`src/rtl/rr_mux.sv`:
```
// rr_mux: registered N-bit mux with round-robin arbitration over CHANNELS valid/ready inputs.
// Define RR_MUX_FIXED_PRI_EN to select fixed priority (lowest valid index wins) instead.
module rr_mux #(
   parameter int N        = 4,
   parameter int CHANNELS = 4,
   localparam int SEL_W   = $clog2(CHANNELS)
) (
   input  logic                  clk,
   input  logic                  rst,
   input  logic [CHANNELS*N-1:0] in_data,
   input  logic [CHANNELS-1:0]   in_valid,
   output logic [CHANNELS-1:0]   in_ready,
   output logic [N-1:0]          out_data,
   output logic                  out_valid,
   input  logic                  out_ready,
   output logic [SEL_W-1:0]      out_select
);

   logic                load_s;
   logic                found_s;
   logic [SEL_W-1:0]    grant_s;
   logic [SEL_W-1:0]    idx_s;
   logic [N-1:0]        sel_data_s;
   logic [CHANNELS-1:0] in_ready_s;
   logic [N-1:0]        out_data_r;
   logic                out_valid_r;
   logic [SEL_W-1:0]    out_select_r;
`ifndef RR_MUX_FIXED_PRI_EN
   logic [SEL_W-1:0]    last_grant_r;
`endif

   // The output register can take a new word when empty or being drained.
   assign load_s = !out_valid_r || out_ready;

   // Pick the first requesting channel in the active search order.
   always_comb begin
      found_s = 1'b0;
      grant_s = '0;
      idx_s   = '0;
      for (int i = 0; i < CHANNELS; i++) begin
`ifdef RR_MUX_FIXED_PRI_EN
         idx_s = SEL_W'(i);
`else
         idx_s = SEL_W'((int'(last_grant_r) + 1 + i) % CHANNELS);
`endif
         if (!found_s && in_valid[idx_s]) begin
            found_s = 1'b1;
            grant_s = idx_s;
         end else begin
            found_s = found_s;
         end
      end
   end

   // Select the granted channel's data word.
   always_comb begin
      sel_data_s = '0;
      for (int k = 0; k < CHANNELS; k++) begin
         if (grant_s == SEL_W'(k)) begin
            sel_data_s = in_data[k*N +: N];
         end else begin
            sel_data_s = sel_data_s;
         end
      end
   end

   // Ready is one-hot on the grant, and only when a word can actually be loaded.
   always_comb begin
      in_ready_s = '0;
      if (load_s && found_s && !rst) begin
         in_ready_s[grant_s] = 1'b1;
      end else begin
         in_ready_s = '0;
      end
   end

   // Output word register and arbitration history.
   always_ff @(posedge clk) begin
      if (rst) begin
         out_valid_r  <= 1'b0;
         out_data_r   <= '0;
         out_select_r <= '0;
`ifndef RR_MUX_FIXED_PRI_EN
         last_grant_r <= SEL_W'(CHANNELS - 1);
`endif
      end else if (load_s) begin
         if (found_s) begin
            out_valid_r  <= 1'b1;
            out_data_r   <= sel_data_s;
            out_select_r <= grant_s;
`ifndef RR_MUX_FIXED_PRI_EN
            last_grant_r <= grant_s;
`endif
         end else begin
            out_valid_r  <= 1'b0;
         end
      end else begin
         out_valid_r  <= out_valid_r;
      end
   end

   assign in_ready   = in_ready_s;
   assign out_data   = out_data_r;
   assign out_valid  = out_valid_r;
   assign out_select = out_select_r;

endmodule

```
`config.mk`:
```
export PLATFORM = sky130hd
export DESIGN_NAME = rr_mux
export DESIGN_NICKNAME = d
export VERILOG_FILES = /design/src/rtl/rr_mux.sv
export SDC_FILE = /design/constraint.sdc
export NUM_CORES = 1
export LEC_CHECK = 0
export ABC_AREA = 0
export CORE_UTILIZATION = 39
export DETAILED_ROUTE_END_ITERATION = 10
export PLACE_DENSITY = 0.88
export SLEW_MARGIN = 20
export SYNTH_ARGS = -nofsm -noshare
export SYNTH_HDL_FRONTEND = slang
export SYNTH_SLANG_ARGS = --single-unit
```
`constraint.sdc`:
```
create_clock -name clk -period 2.16 [get_ports clk]
set_input_delay 0.324 -clock clk [delete_from_list [all_inputs] [get_ports clk]]
set_output_delay 0.324 -clock clk [all_outputs]
set_load 0.01 [all_outputs]
```
Word-level counts from Yosys, hierarchy flattened
Index checks and enable logic that the tools add are counted.
{ "word_totals": {"regBits": 9, "out_inout_bits": 11, "word_cells": 55} }
{ "op_classes": {"addsub": 4, "n_lt_le_gt_ge": 6, "n_eq_ne": 3, "mux": 24, "n_reduce_logical": 14} }
{ "ops": {"columns": ["op", "n"], "rows": [
  ["4-bit 2-to-1 mux", 5],
  ["2-bit by 3-bit less-than comparator with 1-bit output (second input constant)", 5],
  ["1-bit 2-to-1 mux", 10],
  ["1-bit binary-select mux with 2-bit select", 4],
  ["2-bit 2-to-1 mux", 4],
  ["2-bit adder (second input constant)", 3],
  ["1-bit logical AND", 6],
  ["1-bit zero test", 5],
  ["2-bit == test (second input constant)", 2],
  ["2-bit by 1-bit adder with 2-bit output (second input constant)", 1],
  ["1-bit demux with 2-bit select", 1],
  ["2-bit by 1-bit == test with 1-bit output (second input constant)", 1],
  ["2-bit by 1-bit >= comparator with 1-bit output (second input constant)", 1],
  ["2-bit zero test", 1],
  ["2-bit AND reduction", 1],
  ["1-bit logical OR", 1]
]} }

Longest topological paths before layout
Gate-level depths: netlist (run 1).
{ "logic_depth": {"word_depth": 18, "depth_mapped": 7, "mapped_depth_nobuf": 5} }

Worst setup path before layout (run 1)
No wires, ideal clock.
{ "synth_timing": {"path_type": "register to output", "from": "reg last_grant_r[1]", "to": "out in_ready[2]", "t_arrival_ns": 1.477, "slack_ns": 0.359, "path_stages_with_launch": 7, "path_buffers": 2, "path_cell_list": "dfxtp_1 > buf_2 > nand2_1 > o22ai_1 > a311o_1 > buf_6 > nor4_1"} }
{ "synth_via": {"elab_chain_len": 18} }
{ "synth_lines": {"columns": ["item", "line", "source"], "rows": [
  ["start, declared", "29", "logic [SEL_W-1:0] last_grant_r;"],
  ["start signal, assigned", "84", "last_grant_r <= SEL_W'(CHANNELS - 1);"],
  ["start signal, assigned", "92", "last_grant_r <= grant_s;"],
  ["2-bit by 1-bit adder with 2-bit output *", "44", "idx_s = SEL_W'((int'(last_grant_r) + 1 + i) % CHANNELS);"],
  ["parallel branches: the longest is 16 deep, another holds 2-bit by 3-bit less-than comparator with 1-bit output", null, null],
  ["4-bit 2-to-1 mux *", "70", "if (load_s && found_s && !rst) begin"],
  ["end, declared", "12", "output logic [CHANNELS-1:0] in_ready,"]
]} }
Every way passes the cells marked *. The select of a mux whose other input is x is not followed.

Final worst setup path (run 1)
{ "layout_timing": {"from": "reg last_grant_r[1]", "to": "out in_ready[3]"} }
The elaborated chain is that of the path after synthesis.

==> out/metrics.csv, run 1 <==
metric,value,unit
status,"finished, final reports clean",
CP endpoint kind,primary output,
Hold Crit Class,flop to flop,
IO buf count,33,
clk slew on worst S/H paths,60,ps
Post-synth EDFFs,0,
Mapped Area,576,um2
DR WL/cell,13.9,um
leading area contributor after synthesis,dfxtp_1,
htree depth,1,
GRT Total Usage,25.4,%
final core occ,78.7,%
Die X,40.4,um
nature of the critical path startpoint,flop,
post-DP HPWL,1330,um
Gate power share,41.0,%
Sw Ratio,31.5,%
initial core utilization,43.2,%
DRT iter0 DRCs,11,
gr ovfl total,0,
Placer Congestion,0.833,
R2R depth,6,
DR pass1 iterations,4,
max-slew violation count,0,
CTS tree,yes,
Post-synth ARST share,0,%
Synth cell types,23,
register area share after synthesis,31.3,%
Yosys warning total,0,
maxcap violations,0,
Antenna Nets Post-Route,0,
R2R Setup Slk,550,ps
Core Region,1330,um2
cell area power density,553,nW/um2
Area contributors post-synth,"dfxtp_1 (31%), mux2i_1 (16%), o221ai_1 (6.1%)",
Critical Path RT,1840,ps
"Setup violations, final",0,
min-delay src,out_select[1]$_SDFFE_PP0N_,
crit path kind,flop to primary output,
die area,1630,um2
initial antenna violation count,0,
antenna cell count,0,
root buf cell,clkbuf_4,
crit-path max FO,8,
Routed WL,1790,um
Fin Setup TNS,0,ps
TritonCTS Buffers,3,
"top cells by count, synth","dfxtp_1 (9), mux2i_1 (9), nand2_1 (9)",
commonest register cell after synthesis,dfxtp_1,
"Avg Cell Area, Syn",8.46,um2
switching power total,0.000183,W
fin crit period,2090,ps
Row Count,13,
Clock Latency Late Sink,270,ps
Die Height,40.4,um
Post-Synthesis Net Count,91,
via count,721,
Worst Path Arrival,1770,ps
global-route wire length before repair,2700,um
final instance area,1050,um2
FMAX,0.478,GHz
Yosys reg bits,9,
Worst Skew,10.3,ps
maximum buffer depth of the clock tree,2,
CTS sink cnt,9,
share of cells above drive strength 1,24.6,%
Slew headroom,81.2,%
Hold Path Sink,out_select[1]$_SDFFE_PP0N_,
largest net degree at the start of global routing,10,
Post-CTS Hold Fix Bufs,0,
worst r2r dst,out_data[0]$_SDFFE_PP0N_,
Syn Inst Count,68,
Pleak,0.457,nW
Fin. Hold Viols,0,
period utilization,96.8,%
Worst Tran Pin Value,279,ps
"Area growth, synth to finish",82.4,%
Area after DPL,990,um2
IO Pins,34,
Clk pwr share,23.8,%
final routed DRC violation total,0,
Seq pwr share,35.2,%
via/cell ratio,5.59,
maximum vdd drop,0.000327,V
Total Nets Final,138,
internal power,0.000397,W
Hold Crit Depth,2,
RR Startpoint,last_grant_r[0]$_SDFFE_PP1N_,
vias in the first global route,660,
Synth top area share,31.3,%
per-layer routing:
metal	up-vias	share of wire [%]	global-route usage [%]
met5	-	0	0
met4	0	2.7	12.5
met3	10	8.4	6.11
met2	47	48	44.8
met1	319	41	27.9
li1	345	-	-
worst max-delay path by stage:
stage,start,to,slack (ps)
after floorplan,last_grant_r[1]$_SDFFE_PP1N_,in_ready[2],360
after global placement,in_valid[3],in_ready[3],-420
after detailed placement,in_valid[3],in_ready[3],-550
after CTS,last_grant_r[1]$_SDFFE_PP1N_,in_ready[0],70
after global routing,last_grant_r[1]$_SDFFE_PP1N_,in_ready[0],-10
final,last_grant_r[1]$_SDFFE_PP1N_,in_ready[3],70
critical path: stages (launching register included):
cell	delay (ps)
dfxtp_4	370
mux2i_2	170
o22ai_2	200
o21ba_2	210
nor4_2	280
clkdlybuf4s15_2	270
flip-flops by register name (all words and copies together), names as in the netlist:
| register | count |
|---|---|
| out_select | 2 |
| last_grant_r | 2 |
| out_valid | 1 |
| out_data | 4 |
cells in the final DEF (no fill, tap or decap), types with 2 or more instances in the layout:
cell type,instances
dlygate4sd2_1,4
clkbuf_4,3
nor2b_1,2
a21oi_1,3
nor2_2,2
nor3_1,2
buf_4,13
o21bai_1,2
nor2_1,3
dfxtp_1,8
nor4_2,2
clkdlybuf4s50_1,25
mux2i_1,8
nand2b_1,4
clkdlybuf4s15_1,2
o221ai_1,4
nand3b_1,4
nand2_1,9
power groups by stage:
stage,clock network [W],registers [W],logic [W]
global placement,0,0.000206,0.000223
finish,0.000138,0.000204,0.000238
detailed placement,0,0.000206,0.000229
global route,0.000151,0.000207,0.000254
floorplan,0,0.000208,0.000105
CTS,0.000137,0.000204,0.000233
per-stage QoR:
stage / total power, W / worst slack (ps) / cells / hold WS [ps]
finish: 0.000580 / 68.1 / 129 / 462
global route: 0.000613 / -11.1 / 129 / 506
CTS: 0.000574 / 66.2 / 129 / 462
detailed placement: 0.000434 / -549 / 124 / 445
global placement: 0.000428 / -422 / 124 / 443
floorplan: 0.000313 / 359 / 68 / 481
logic make-up (layout without fill, tap and decap cells):
family | Yosys count | in the layout | synth area share [%]
simple gates | 29 | 29 | 25.9
compound gates | 16 | 16 | 22.2
flops | 9 | 9 | 31.3
buf+inv | 5 | 51 | 5.00
mux | 9 | 9 | 15.7
final cells by class:
class	instances	area, um2
repair buffers	46	419
multi-input cells	54	398
fillers	101	284
flip-flops and latches	9	184
clock buffers	4	26.3
well taps	15	18.8
inverters	1	3.75
what timing repair did:
action,in CTS,in global routing
setup endpoints to repair,4,3
resized for setup,23,4
setup buffers,1,0
pin swaps,3,0
Note: power is estimated with default switching activity, not from simulation.
==> inputs of run 2 (changes only) <==
PLACE_DENSITY = 0.83   (was 0.88)
==> run 2 against run 1 <==
Sequential share of layout area grew 0.17 points. Die area is the same. Cell count grew 0.78%. Maximum frequency shrank 0.60%. Core utilization shrank 0.75 points. Register-to-register slack lost 40 ps. Global-route usage shrank 3.9 points. Non-clock buffer count grew 1. Critical path type is now primary input to primary output. Critical endpoint is now in_ready[0]. Largest cell class unchanged.
==> out/metrics.csv, run 2 (synthesis results as in run 1) <==
metric,value,unit,change
via count,698,,-3.2%
Top delay family on crit path,buffers and inverters,,
Slew headroom,74.7,%,-6.5 points
root buf cell,clkbuf_4,,
Critical Path RT,1840,ps,about the same
Post-CTS Hold Fix Bufs,0,,unchanged
crit-path max FO,6,,-2
Routed WL,1700,um,-5.3%
Worst Tran Pin Value,375,ps,+96.3 ps
Min Hold Slack,459,ps,-2.99 ps
clk slew on worst S/H paths,60,ps,about the same
CP endpoint kind,primary output,,
max reg flops,4,,unchanged
Hold Crit Class,flop to flop,,
via/cell ratio,5.37,,-3.9%
Fillers,112,,+11%
Worst Path Arrival,1780,ps,about the same
largest net degree at the start of global routing,11,,+1
DR WL/cell,13.0,um,-6.0%
RSZ-0062 raised after global routing,no,,
Pleak,0.468,nW,+2.5%
Clock Latency Late Sink,260,ps,about the same
Sw Ratio,30.6,%,-0.93 points
CTS sink cnt,9,,unchanged
gr ovfl total,0,,unchanged
storage element area,184,um2,unchanged
Placer Congestion,0.889,,+6.8%
initial antenna violation count,0,,unchanged
Core Region,1330,um2,unchanged
CTS tree,yes,,
Total Nets Final,139,,+0.72%
Fin. Hold Viols,0,,unchanged
die area,1630,um2,unchanged
vias in the first global route,582,,-12%
maximum vdd drop,0.000357,V,+9.1%
crit path kind,primary input to primary output,,
setup bufs post-CTS,0,,-1
global-route wire length before repair,2330,um,-14%
FMAX,0.475,GHz,-0.60%
post-DP HPWL,1360,um,+2.2%
Worst Skew,4.16,ps,-6.09 ps
"Area growth, synth to finish",80.7,%,
Row Count,13,,unchanged
antenna cell count,0,,unchanged
cell area power density,551,nW/um2,-0.29%
CP Buf/Inv Count,3,,+2
multi-input gate area in the final layout,389,um2,-2.2%
nature of the critical path startpoint,primary input,,
Clk pwr share,23.4,%,-0.4 points
Slowest Stage Delay on Critical Path,440,ps,+70 ps
Gate power share,40.9,%,about the same
fin crit period,2100,ps,+12.6 ps
share of cells above drive strength 1,23.5,%,-1.1 points
DR pass1 iterations,4,,unchanged
Die X,40.4,um,unchanged
TritonCTS Buffers,3,,unchanged
IO buf count,33,,unchanged
IO Pins,34,,unchanged
final routed DRC violation total,0,,unchanged
"Setup violations, final",0,,unchanged
"Critical Path, Cell by Cell","dlygate4sd2_1, buf_4, o41ai_2, nor2_1, nand2_1, nor2_1, dlygate4sd2_1",,
DRT iter0 DRCs,10,,-1
initial core utilization,43.2,%,unchanged
GRT Total Usage,21.5,%,-3.9 points
maxcap violations,0,,unchanged
"commonest non-fill, non-tap cell in the layout",clkdlybuf4s50_1,,
most frequent cells in the layout,"clkdlybuf4s50_1 (25), buf_4 (14), nand2_1 (9)",,
Die Height,40.4,um,unchanged
status,"finished, final reports clean",,
Antenna Nets Post-Route,0,,unchanged
switching power total,0.000175,W,-4.2%
Seq pwr share,35.6,%,+0.4 points
"Power, Total",0.000573,W,-1.2%
period utilization,97.4,%,+0.58 points
maximum buffer depth of the clock tree,2,,unchanged
internal power,0.000398,W,+0.11%
htree depth,1,,unchanged
max-slew violation count,0,,unchanged
slowest CP cell,o41ai_2,,
[run 2: changes by cell type in the layout (fill, tap and decap cells not counted), sizes merged]
cell and delta:
clkdlybuf4s15 -3, buf +2, dlygate4sd2 +2
[run 2: what timing repair did]
action,4_1_cts,5_1_grt
resized for setup,19,5
endpoints found under the hold margin,0,0
pin swaps,0,3
cloned,0,0
setup endpoints to repair,4,3
[run 2: through the flow]
stage | setup slack, ps | instances | TNS, ps | cell area (um2) | utilization (%)
2_1_floorplan | 359 | 68 | 0 | 576 | -
3_3_place_gp | -404 | 126 | -1580 | 1000 | 75.3
3_5_place_dp | -473 | 126 | -1990 | 1000 | 75.3
4_1_cts | 54.8 | 130 | 0 | 1030 | 77.3
5_1_grt | 1.62 | 130 | 0 | 1040 | 78.0
6_report | 55.4 | 130 | 0 | 1040 | 78.0
[run 2: per-layer routing]
metal	track usage (%)	part of all wire, %	vias to the layer above
met4	5.00	1.5	0
met1	24.5	42	314
met2	38.5	50	30
met5	0	0	-
met3	6.67	6.3	4
li1	-	-	350
[run 2: layout make-up]
| cell class | instances | share of cell area (%) |
|---|---|---|
| multi-input cells | 54 | 37.4 |
| clock buffers | 4 | 2.53 |
| well taps | 15 | 1.81 |
| flip-flops and latches | 9 | 17.7 |
| inverters | 1 | 0.361 |
| repair buffers | 47 | 40.2 |
[run 2: power by group through the flow]
stage               combinational, W  clock [W]  sequential, W
floorplan                   0.000105          0       0.000208
global placement            0.000229          0       0.000205
detailed placement          0.000236          0       0.000206
CTS                         0.000233   0.000138       0.000204
global route                0.000250   0.000149       0.000206
finish                      0.000235   0.000134       0.000204
[run 2: final timing paths]
check / from / endpoint / slack [ps] / cells past startpoint
hold / removal: out_select[1]$_SDFFE_PP0N_ / out_select[1]$_SDFFE_PP0N_ / 460 / 2
setup / recovery: in_valid[1] / in_ready[0] / 60 / 7
hold reg to reg: out_select[1]$_SDFFE_PP0N_ / out_select[1]$_SDFFE_PP0N_ / 460 / 2
setup reg to reg: last_grant_r[0]$_SDFFE_PP1N_ / out_data[0]$_SDFFE_PP0N_ / 510 / 7
[run 2: worst min-delay path, cell delays in order, from the launching register on]
cell and delay, ps:
dfxtp_1 310, nand2_1 50, a21oi_1 50
